### config.mk
export PLATFORM = sky130hd
export DESIGN_NAME = btb_gshare_predictor
export DESIGN_NICKNAME = d
export VERILOG_FILES = /design/src/rtl/btb_gshare_predictor.sv
export SDC_FILE = /design/constraint.sdc
export NUM_CORES = 1
export LEC_CHECK = 0
export ABC_AREA = 1
export BUFFER_PORTS_ARGS = -buffer_cell sky130_fd_sc_hd__buf_4
export CORE_MARGIN = 5
export CORE_UTILIZATION = 56
export DETAILED_ROUTE_END_ITERATION = 8
export PLACE_DENSITY = 0.71
export SLEW_MARGIN = 20
export SYNTH_ARGS = -nofsm -noshare
export SYNTH_HDL_FRONTEND = slang
export SYNTH_SLANG_ARGS = --single-unit
### constraint.sdc
create_clock -name clk -period 5.3 [get_ports clk]
set_input_delay 0.795 -clock clk [delete_from_list [all_inputs] [get_ports clk]]
set_output_delay 0.795 -clock clk [all_outputs]
set_load 0.005 [all_outputs]
### src/rtl/btb_gshare_predictor.sv
// Branch predictor: tagged direct-mapped BTB, separate PHT of saturating counters, bimodal or gshare indexing.
// Optional BTB_PREDICTOR_STATS_EN adds branch / mispredict / BTB-miss event counters.
module btb_gshare_predictor #(
  parameter int ENTRIES  = 16,
  parameter int TAG_BITS = 8,
  parameter int CTR_BITS = 2,
  parameter int MODE     = 0,
  parameter int GHR_BITS = 4
) (
  input  logic                clk,
  input  logic                rst_n,
  input  logic [31:0]         fetch_pc,
  output logic                pred_hit,
  output logic                pred_taken,
  output logic [31:0]         pred_target,
  output logic [GHR_BITS-1:0] pred_ghr,
  input  logic                upd_valid,
  input  logic                upd_is_branch,
  input  logic [31:0]         upd_pc,
  input  logic                upd_taken,
  input  logic [31:0]         upd_target,
  input  logic                upd_pred_taken,
  input  logic [31:0]         upd_pred_target,
  input  logic [GHR_BITS-1:0] upd_ghr,
  output logic                redirect_valid,
  output logic [31:0]         redirect_pc
`ifdef BTB_PREDICTOR_STATS_EN
  ,
  output logic [31:0]         stat_branches,
  output logic [31:0]         stat_mispredicts,
  output logic [31:0]         stat_btb_misses
`endif
);

  localparam int IDX_BITS = $clog2(ENTRIES);
  localparam logic [CTR_BITS-1:0] CTR_INIT = CTR_BITS'((1 << (CTR_BITS - 1)) - 1);
  localparam logic [CTR_BITS-1:0] CTR_MAX  = '1;

  logic                r_btb_valid  [ENTRIES];
  logic [TAG_BITS-1:0] r_btb_tag    [ENTRIES];
  logic [31:0]         r_btb_target [ENTRIES];
  logic [CTR_BITS-1:0] r_pht        [ENTRIES];
  logic [GHR_BITS-1:0] r_ghr;

  function automatic logic [IDX_BITS-1:0] pht_index(input logic [IDX_BITS-1:0] idx,
                                                    input logic [GHR_BITS-1:0] ghr);
    return (MODE == 1) ? (idx ^ IDX_BITS'(ghr)) : idx;
  endfunction

  // Lookup side: purely combinational on fetch_pc and current table state.
  logic [IDX_BITS-1:0] w_f_idx;
  logic [TAG_BITS-1:0] w_f_tag;
  logic [IDX_BITS-1:0] w_f_pht_idx;

  assign w_f_idx     = fetch_pc[IDX_BITS+1:2];
  assign w_f_tag     = fetch_pc[IDX_BITS+TAG_BITS+1:IDX_BITS+2];
  assign w_f_pht_idx = pht_index(w_f_idx, r_ghr);
  assign pred_hit    = r_btb_valid[w_f_idx] && (r_btb_tag[w_f_idx] == w_f_tag);
  assign pred_taken  = pred_hit && r_pht[w_f_pht_idx][CTR_BITS-1];
  assign pred_target = pred_taken ? r_btb_target[w_f_idx] : fetch_pc + 32'd4;
  assign pred_ghr    = r_ghr;

  // Resolution side: PHT is indexed with the GHR snapshot carried by the branch.
  logic                w_e;
  logic [IDX_BITS-1:0] w_u_idx;
  logic [TAG_BITS-1:0] w_u_tag;
  logic [IDX_BITS-1:0] w_u_pht_idx;
  logic                w_u_hit;
  logic                w_mispredict;
  logic [CTR_BITS-1:0] w_u_ctr;
  logic [CTR_BITS-1:0] w_ctr_next;

  assign w_e          = upd_valid & upd_is_branch;
  assign w_u_idx      = upd_pc[IDX_BITS+1:2];
  assign w_u_tag      = upd_pc[IDX_BITS+TAG_BITS+1:IDX_BITS+2];
  assign w_u_pht_idx  = pht_index(w_u_idx, upd_ghr);
  assign w_u_hit      = r_btb_valid[w_u_idx] && (r_btb_tag[w_u_idx] == w_u_tag);
  assign w_u_ctr      = r_pht[w_u_pht_idx];
  assign w_mispredict = (upd_taken != upd_pred_taken) ||
                        (upd_taken && upd_pred_taken && (upd_target != upd_pred_target));

  assign redirect_valid = w_e && w_mispredict;
  assign redirect_pc    = !w_e ? 32'd0 : (upd_taken ? upd_target : upd_pc + 32'd4);

  always_comb begin
    w_ctr_next = w_u_ctr;
    if (upd_taken && (w_u_ctr != CTR_MAX))
      w_ctr_next = w_u_ctr + 1'b1;
    else if (!upd_taken && (w_u_ctr != '0))
      w_ctr_next = w_u_ctr - 1'b1;
  end

  always_ff @(posedge clk) begin
    if (!rst_n) begin
      for (int i = 0; i < ENTRIES; i++) begin
        r_btb_valid[i]  <= 1'b0;
        r_btb_tag[i]    <= '0;
        r_btb_target[i] <= '0;
        r_pht[i]        <= CTR_INIT;
      end
      r_ghr <= '0;
    end else if (w_e) begin
      r_pht[w_u_pht_idx] <= w_ctr_next;
      // Taken: a hit rewrites the target, a miss evicts whatever lives at this index.
      if (upd_taken) begin
        r_btb_valid[w_u_idx]  <= 1'b1;
        r_btb_tag[w_u_idx]    <= w_u_tag;
        r_btb_target[w_u_idx] <= upd_target;
      end
      r_ghr <= GHR_BITS'({r_ghr, upd_taken});
    end
  end

`ifdef BTB_PREDICTOR_STATS_EN
  always_ff @(posedge clk) begin
    if (!rst_n) begin
      stat_branches    <= '0;
      stat_mispredicts <= '0;
      stat_btb_misses  <= '0;
    end else begin
      if (w_e)             stat_branches    <= stat_branches + 32'd1;
      if (redirect_valid)  stat_mispredicts <= stat_mispredicts + 32'd1;
      if (w_e && !w_u_hit) stat_btb_misses  <= stat_btb_misses + 32'd1;
    end
  end
`endif

endmodule

# Word-level counts from Yosys, hierarchy flattened
# Memory sizes are Yosys's and may differ from the RTL's.
# Index checks and enable logic that the tools add are counted.
# W data, S select, Z words.
dict set report classes {
  addsub 4
  n_eq_ne 4
  mux 25
  bitwise_logic 1
  reduce_logical 14
}
# cell count
set ops {}
lappend ops {{$mux W32} 4}
lappend ops {{$add A32 B3 Y32 const B} 2}
lappend ops {{$ne A32 B32 Y1} 1}
lappend ops {{$reduce_or A32 Y1} 1}
lappend ops {{$mux W4} 4}
lappend ops {{$mux W1} 13}
lappend ops {{$eq A8 B8 Y1} 1}
lappend ops {{$mux W8} 1}
lappend ops {{$reduce_or A8 Y1} 1}
lappend ops {{$logic_and A1 B1 Y1} 7}
lappend ops {{$mux W2} 3}
lappend ops {{$add A2 B1 Y2 const B} 1}
lappend ops {{$ne A2 B2 Y1 const B} 1}
lappend ops {{$reduce_bool A2 Y1} 1}
lappend ops {{$reduce_or A2 Y1} 1}
lappend ops {{$sub A2 B1 Y2 const B} 1}
lappend ops {{$and A1 B1 Y1} 1}
lappend ops {{$logic_not A1 Y1} 1}
lappend ops {{$logic_or A1 B1 Y1} 1}
lappend ops {{$ne A1 B1 Y1} 1}
lappend ops {{$reduce_or A1 Y1} 1}
dict set report totals {
  ff_bits 4
  mem_bits_rw 688
  input_bits 138
  output_inout_bits 71
  word_cells 53
  mem_count 4
}
# name depth width rd rd_clocked_by_memory_dff wr line_no
set mem_list {}
lappend mem_list {r_btb_target 16 32 1 0 16 41} ;# logic [31:0] r_btb_target [ENTRIES];
lappend mem_list {r_btb_tag 16 8 1 0 16 40} ;# logic [TAG_BITS-1:0] r_btb_tag [ENTRIES];
lappend mem_list {r_pht 16 2 2 0 16 42} ;# logic [CTR_BITS-1:0] r_pht [ENTRIES];
lappend mem_list {r_btb_valid 16 1 1 0 16 39} ;# logic r_btb_valid [ENTRIES];

# Logic depth before layout (Yosys ltp)
# Gate-level depths: netlist of the first run.
dict set report logic_depth {
  depth_word 6
  depth_mapped 19
  mapped_depth_nobuf 16
}

# Least setup slack after synthesis of the first run
# Ideal clock, no wire load.
dict set report synth_path {
  kind {input to register}
  from {in rst_n}
  to {mem r_btb_tag[11][0] (enable)}
  setup_ps 398
  arrival_ps 2908
  required_ps 4902
  setup_slack_ps 1994
  stages 8
  path_buffers 2
  path_cell_list {clkbuf_1 inv_1 nor2_1 inv_1 nor3_1 nand2_1 clkbuf_1 nand2_1}
}
# element line_no
set synth_lines {}
lappend synth_lines {{start, declared} 11} ;# input logic rst_n,
lappend synth_lines {{end, declared} 40}

# Final worst setup path of the first run
dict set report layout_path {
  from {in fetch_pc[2]}
  to {out pred_target[5]}
}
dict set report layout_between {
  elab_chain_len 5
  word_cells_on_any_way 9
  cone_classes {add/sub (1); eq/ne (1); mux (1); reduce/logical (2); memory (4)}
}
# element line_no
set layout_rtl {}
lappend layout_rtl {{start, declared} 12} ;# input logic [31:0] fetch_pc,
lappend layout_rtl {{$mem_v2 Z16 W8} -}
lappend layout_rtl {{$eq A8 B8 Y1} 58} ;# assign pred_hit = r_btb_valid[w_f_idx] && (r_btb_tag[w_f_idx] == w_f_tag);
lappend layout_rtl {{$logic_and A1 B1 Y1} 58}
lappend layout_rtl {{$logic_and A1 B1 Y1} 59} ;# assign pred_taken = pred_hit && r_pht[w_f_pht_idx][CTR_BITS-1];
lappend layout_rtl {{$mux W32 (*)} 60} ;# assign pred_target = pred_taken ? r_btb_target[w_f_idx] : fetch_pc + 32'd4;
lappend layout_rtl {{end, declared} 15} ;# output logic [31:0] pred_target,
# Every way passes the cells marked *; elsewhere a longest branch is shown, timed or not.

==> results of run 1 <==
registers in the layout, indices dropped and copies added (netlist names):
signal / count
r_pht: 32
r_btb_tag: 128
r_btb_valid: 16
r_btb_target: 512
pred_ghr: 4
worst max-delay path: cells and delay by family:
kind / cells / cell delay [ns]
simple gates: 13 / 1.72
buf+inv: 4 / 1.25
power breakdown:
part	switching (mW)	internal, mW
sequential	0.0736	6.26
clock	2.14	2.75
combinational	0.915	0.364
cells in the final DEF (no fill, tap or decap), types with 16 or more instances in the layout:
cell / Yosys / routed
a21oi_1: 31 / 31
xnor2_1: 32 / 32
inv_1: 179 / 178
o21ai_1: 37 / 37
xor2_1: 31 / 31
nand2_1: 486 / 454
buf_4: 6 / 259
o211ai_1: 26 / 26
dfxtp_1: 20 / 20
o22ai_1: 85 / 85
nand2_2: 1 / 33
nand4_1: 16 / 16
clkbuf_16: 0 / 74
nor3_1: 24 / 24
nand3_1: 169 / 169
o21ai_0: 316 / 316
nor2_1: 1037 / 1037
edfxtp_1: 672 / 672
clkinv_1: 31 / 48
o221ai_1: 52 / 52
final timing paths:
kind / slack (ns) / to
max: 0.68 / pred_target[5]
min: 0.44 / r_btb_valid[4]$_DFF_P_
max reg2reg: 2.61 / r_pht[11][1]$_SDFFCE_PN0P_
min reg2reg: 0.44 / r_btb_valid[4]$_DFF_P_
per-layer routing:
layer	vias up	global-route usage, %
met4	0	14.95
met3	339	7.016
met5	-	0
met1	13225	44.06
met2	1919	54.53
li1	12257	-
cells by family (layout without fill, tap and decap cells):
group	after synthesis	in the layout	share of synthesized area, %
AOI/OAI and AO/OA	558	558	9.534
xor gates and xnor gates	63	63	1.644
adders and majority gates	8	8	0.2983
buffers and inverters	482	615	5.951
DFF	692	692	61.33
other	0	1	0
and+or+nand+nor	1776	1776	21.25
area by class of cell:
type | count | area [µm²] | share of cell area [%]
diodes | 1 | 2.502 | 0.006615
clock buffers | 88 | 1924 | 5.087
clock inverters | 42 | 320.3 | 0.8467
inverters | 216 | 820.8 | 2.170
multi-input cells | 2405 | 11070 | 29.28
flip-flops and latches | 692 | 20580 | 54.40
well taps | 773 | 967.2 | 2.557
repair buffers | 269 | 2140 | 5.656
stage by stage:
step	cells	hold slack, ns
finish	4486	0.4394
global route	4485	0.4583
CTS	4485	0.4400
detailed placement	4355	0.4306
global placement	4355	0.4257
floorplan	3579	0.4185
==> results.ini, run 1 <==
[status]
outcome=complete, no violations

[clocking]
post_cts_resized=0
clkSlewWorstSetupHoldPaths_ns=0.06
tritoncts=done
worstSkewPairLatency_ns=0.61
root_buffer=clkbuf_16
cts_setup_buffers=0
cts_num_sinks=692
post_cts_hold_buffer_count=0
ctsHtreeMaxLevel=3
cts_made_buffers=72
clock_path_buffers=3

[logic_synthesis]
mappedNetlistArea_mm2=0.03356
synth_commonest_cells=nor2_1, edfxtp_1, nand2_1
ys.flop_type=edfxtp_1
synthDominantAreaCellType=edfxtp_1
synth-edff-count=672
synthesis.instances=3579
synth_cell_type_count=40
synth.ff_latch_count=692
netlist.area_leader.share_pct=60.13
ys_seq_area_share_pct=61.33
avgSynthCellArea_um2=9.376
yosysMostFrequentCell=nor2_1
synth.top_cells.by_area=edfxtp_1, nor2_1, nand2_1, o21ai_0, nand3_1
synthesis.nets=3725
synth_warnings=0
ys_async_sr_fraction_pct=0

[floorplan]
die_height_um=254.8
initial_core_util_pct=56.65
io_pins=209
die_x_um=254.8
dieArea_mm2=0.06492
placeableCoreArea_mm2=0.05924
placement_rows=89

[sta]
hold_viol_final=0
timing.final.setup_violations=0
maxClockFrequency_mhz=216.4
min_clock_period_post_route_ns=4.622
postLayoutSetupSlackWorst_ns=0.6784
setup_tns_ns=0
drv_slew=0
rsz0062_at_grt=false
max_slew.worst_pin.slew_ns=0.9633
slew_headroom_pct=35.78
period_share_pct=87.20
worst_clock_skew_ns=0.006908

[pwr]
p_leak_nw=14.70
power_per_cell_area_mw_per_mm2=330.3
vdd_ir_drop_max_mv=0.2831
report.power.total_mw=12.50

[place]
post_dp_cell_area_mm2=0.03558
dp_worst_setup_slack_ns=0.6840
detailedPlacementHpwl_um=65220
gp_routability_congestion=0.9680
place.port_buffers=204

[critical_path]
launch_point_of_the_worst_reg_to_reg_path=r_pht[5][0]$_SDFFCE_PN1P_
cp.arrival_ns=3.83
critical_path_required_ns=4.51
critPathKind=in -> out
critical_path.max_fanout=83
timing.critical_path.mode_cell=nand2_1
critical_path_cell_by_cell=buf_8, buf_4, nand2_1, nand3_1, nand2_1, nand2_1, nand2_1, inv_1, nand2_1, nand2_1, nand2_1, nor2_2, nand3_2, nor2_8, nand3_1, nand2_1, buf_4
timing.critical_path.slowest_stage_cell=buf_4
timing.critical_path.to_type=primary output
first_element_of_the_critical_path=fetch_pc[2]
worstRegToRegCells=10
worstSetupStartpointType=primary input
critical_path.max_stage_delay_ns=0.61

[detailed_routing]
drt_iter0_drc=3526
drc=0
detailedRoute.firstPassIterationCount=6
top_sig_layer=met4
wl_met1_um=40410
routed-wl-met3_um=13170
wl_per_cell_um=24.77
dr_total_vias=27740
vias_per_cell=6.184
drt-total-wl_um=111100
wl_met2_um=52070
postRouteAntennaNets=0

[min_path]
hold_path_startpoint=r_btb_valid[4]$_DFF_P_
cell_depth_of_the_worst_hold_path=2
hp-class=reg -> reg

[final_layout]
num-nets-final=3802
layout.cell_area.non_filler_mm2=0.03783
final_core_utilization_pct=63.85
layout-drive-gt1-share_pct=11.91
filler_instances=4868
layout-area-overhead-vs-synth_pct=12.73

[grt]
antenna_violations_before_repair=2
grt_pass1_wl_um=163600
pin_count_of_the_biggest_net_entering_global_routing=169
total_gr_overflow=0
gr_usage_total_pct=33.57
grt_pass1_vias=26954

[flow_run]
max_cap_violations=0

Power figures use the tool's default switching activity.
==> inputs of run 2 (changes only) <==
--- a/config.mk
+++ b/config.mk
@@ -8,9 +8,9 @@
 export ABC_AREA = 1
 export BUFFER_PORTS_ARGS = -buffer_cell sky130_fd_sc_hd__buf_4
 export CORE_MARGIN = 5
-export CORE_UTILIZATION = 56
+export CORE_UTILIZATION = 55
 export DETAILED_ROUTE_END_ITERATION = 8
-export PLACE_DENSITY = 0.71
+export PLACE_DENSITY = 0.73
 export SLEW_MARGIN = 20
 export SYNTH_ARGS = -nofsm -noshare
 export SYNTH_HDL_FRONTEND = slang
==> constraint.sdc (replaced) <==
create_clock -name clk -period 4.2 [get_ports clk]
set_input_delay 0.63 -clock clk [delete_from_list [all_inputs] [get_ports clk]]
set_output_delay 0.63 -clock clk [all_outputs]
set_load 0.005 [all_outputs]
==> results.ini, run 2 (synthesis gave the netlist of run 1 again) <==
[status]
outcome=complete, no violations

[clocking]
cts_made_buffers=68
worstSkewPairLatency_ns=0.59
cts_setup_buffers=0
cts_num_sinks=692
clkSlewWorstSetupHoldPaths_ns=0.06
clock_path_buffers=3
tritoncts=done
ctsHtreeMaxLevel=3
root_buffer=clkbuf_16
post_cts_hold_buffer_count=0
post_cts_resized=0

[critical_path]
critical_path.max_fanout=38
critical_path_cell_by_cell=buf_8, buf_4, nand2_1, nand3_1, nand3_1, nand3_1, nand2_1, nand2_1, nand2_1, nor2_2, nand3_2, nor2_8, buf_4, nand3_1, nand2_1, buf_4
timing.critical_path.mode_cell=nand2_1
timing.critical_path.slowest_stage_cell=buf_4
critPathKind=in -> out
cp.arrival_ns=3.18
worstSetupStartpointType=primary input
timing.critical_path.to_type=primary output
cp.buffers_inverters=4
critical_path.max_stage_delay_ns=0.43
cpLargestDelayFamily=simple AND/OR/NAND/NOR gates
critical_path_required_ns=3.57

[sta]
slew_headroom_pct=40.88
min_clock_period_post_route_ns=3.806
postLayoutSetupSlackWorst_ns=0.3943
drv_slew=0
timing.final.setup_violations=0
hold_viol_final=0
setup_tns_ns=0
maxClockFrequency_mhz=262.8
rsz0062_at_grt=false
max_slew.worst_pin.slew_ns=0.8814
period_share_pct=90.61
worst_clock_skew_ns=0.005479

[final_layout]
layout.cell_area.non_filler_mm2=0.03802
largest_registers=r_btb_target (512), r_btb_tag (128), r_pht (32)
n_antenna_cell=0
final_common_cell=nor2_1
layout-drive-gt1-share_pct=12.03
most-common-layout-cells=nor2_1, edfxtp_1, nand2_1
final-instance-count-excl-fill=4506
num-nets-final=3819
layout-area-overhead-vs-synth_pct=13.30
filler_instances=4889
largest_register_ff_count=512
max_flop_register=r_btb_target

[detailed_routing]
drt-total-wl_um=108400
postRouteAntennaNets=0
dr_total_vias=27556
wl_per_cell_um=24.06
detailedRoute.firstPassIterationCount=5
vias_per_cell=6.115
drt_iter0_drc=3986
drc=0

[grt]
grt_pass1_wl_um=160500
gr_usage_total_pct=31.93
total_gr_overflow=0
antenna_violations_before_repair=0
grt_pass1_vias=26367
pin_count_of_the_biggest_net_entering_global_routing=159

[pwr]
power.share.clock_pct=37.6
seq_power_share_pct=51.7
p_leak_nw=14.77
vdd_ir_drop_max_mv=0.2536
report.power.total_mw=15.44
power_per_cell_area_mw_per_mm2=406.0
power.net_switching_mw=3.820
p_int_mw=11.62
comb_power_share_pct=10.7
netSwitchingFraction_pct=24.74

[floorplan]
io_pins=209
dieArea_mm2=0.06605
placement_rows=90
die_height_um=257.0
initial_core_util_pct=55.60
placeableCoreArea_mm2=0.06036
die_x_um=257.0

[min_path]
hp-class=reg -> reg

[place]
detailedPlacementHpwl_um=62710
post_dp_cell_area_mm2=0.03595
place.detailed.instances=4385
gp_routability_congestion=0.9445
place.port_buffers=204
dp_worst_setup_slack_ns=0.4390

[flow_run]
max_cap_violations=0

run 2: changes by cell type in the layout (fill, tap and decap cells not counted), moves of 2 or more:
| cell | delta |
|---|---|
| buf_12 | +16 |
| buf_4 | +5 |
| bufinv_16 | -2 |
| clkbuf_1 | +5 |
| clkbuf_16 | -3 |
| clkbuf_8 | +2 |
| clkinv_2 | -10 |
| clkinv_4 | -2 |
run 2: path summary, 6_finish.rpt:
| path | depth (start not counted) | to | slack (ns) | startpoint |
|---|---|---|---|---|
| worst max register to register | 13 | r_pht[13][1]$_SDFFCE_PN0P_ | 1.59 | r_pht[13][1]$_SDFFCE_PN0P_ |
| worst max-delay path | 16 | pred_target[22] | 0.39 | fetch_pc[2] |
| worst min register to register | 2 | r_btb_valid[4]$_DFF_P_ | 0.44 | r_btb_valid[4]$_DFF_P_ |
| worst min-delay path | 2 | r_btb_valid[4]$_DFF_P_ | 0.44 | r_btb_valid[4]$_DFF_P_ |
run 2: per-stage QoR:
step | util (%) | hold slack, ns
after floorplan | - | 0.4185
after global placement | 59.56 | 0.4261
after detailed placement | 59.56 | 0.4295
after CTS | 63.00 | 0.4391
after global routing | 63.00 | 0.4540
final | 63.00 | 0.4379
run 2: layer usage:
layer | track usage (%) | share of wire (%) | up-vias
met3 | 6.127 | 13 | 317
li1 | - | - | 12285
met4 | 14.51 | 4.7 | 0
met2 | 51.04 | 46 | 2009
met1 | 42.84 | 36 | 12945
met5 | 0 | 0 | -
run 2: power groups by stage:
stage	logic (mW)	registers [mW]	clock network [mW]
after global routing	1.76	8.01	6.12
final	1.65	7.98	5.81
after global placement	1.59	8.11	0
after detailed placement	1.61	8.12	0
after floorplan	0.903	8.11	0
after CTS	1.62	7.98	5.82
run 2: layout make-up:
class | count | area [µm²] | share of cell area [%]
multi-input combinational | 2405 | 11070 | 29.13
timing repair buffer | 290 | 2497 | 6.568
inverter | 216 | 820.8 | 2.159
clock inverter | 29 | 176.4 | 0.4640
clock buffer | 92 | 1896 | 4.985
tap | 782 | 978.4 | 2.573
sequential | 692 | 20580 | 54.12
run 2: tightest hold or removal path: cells and delay by family, from the launching register on:
kind | cells | cell delay [ns]
flops | 1 | 0.30
simple gates | 2 | 0.09
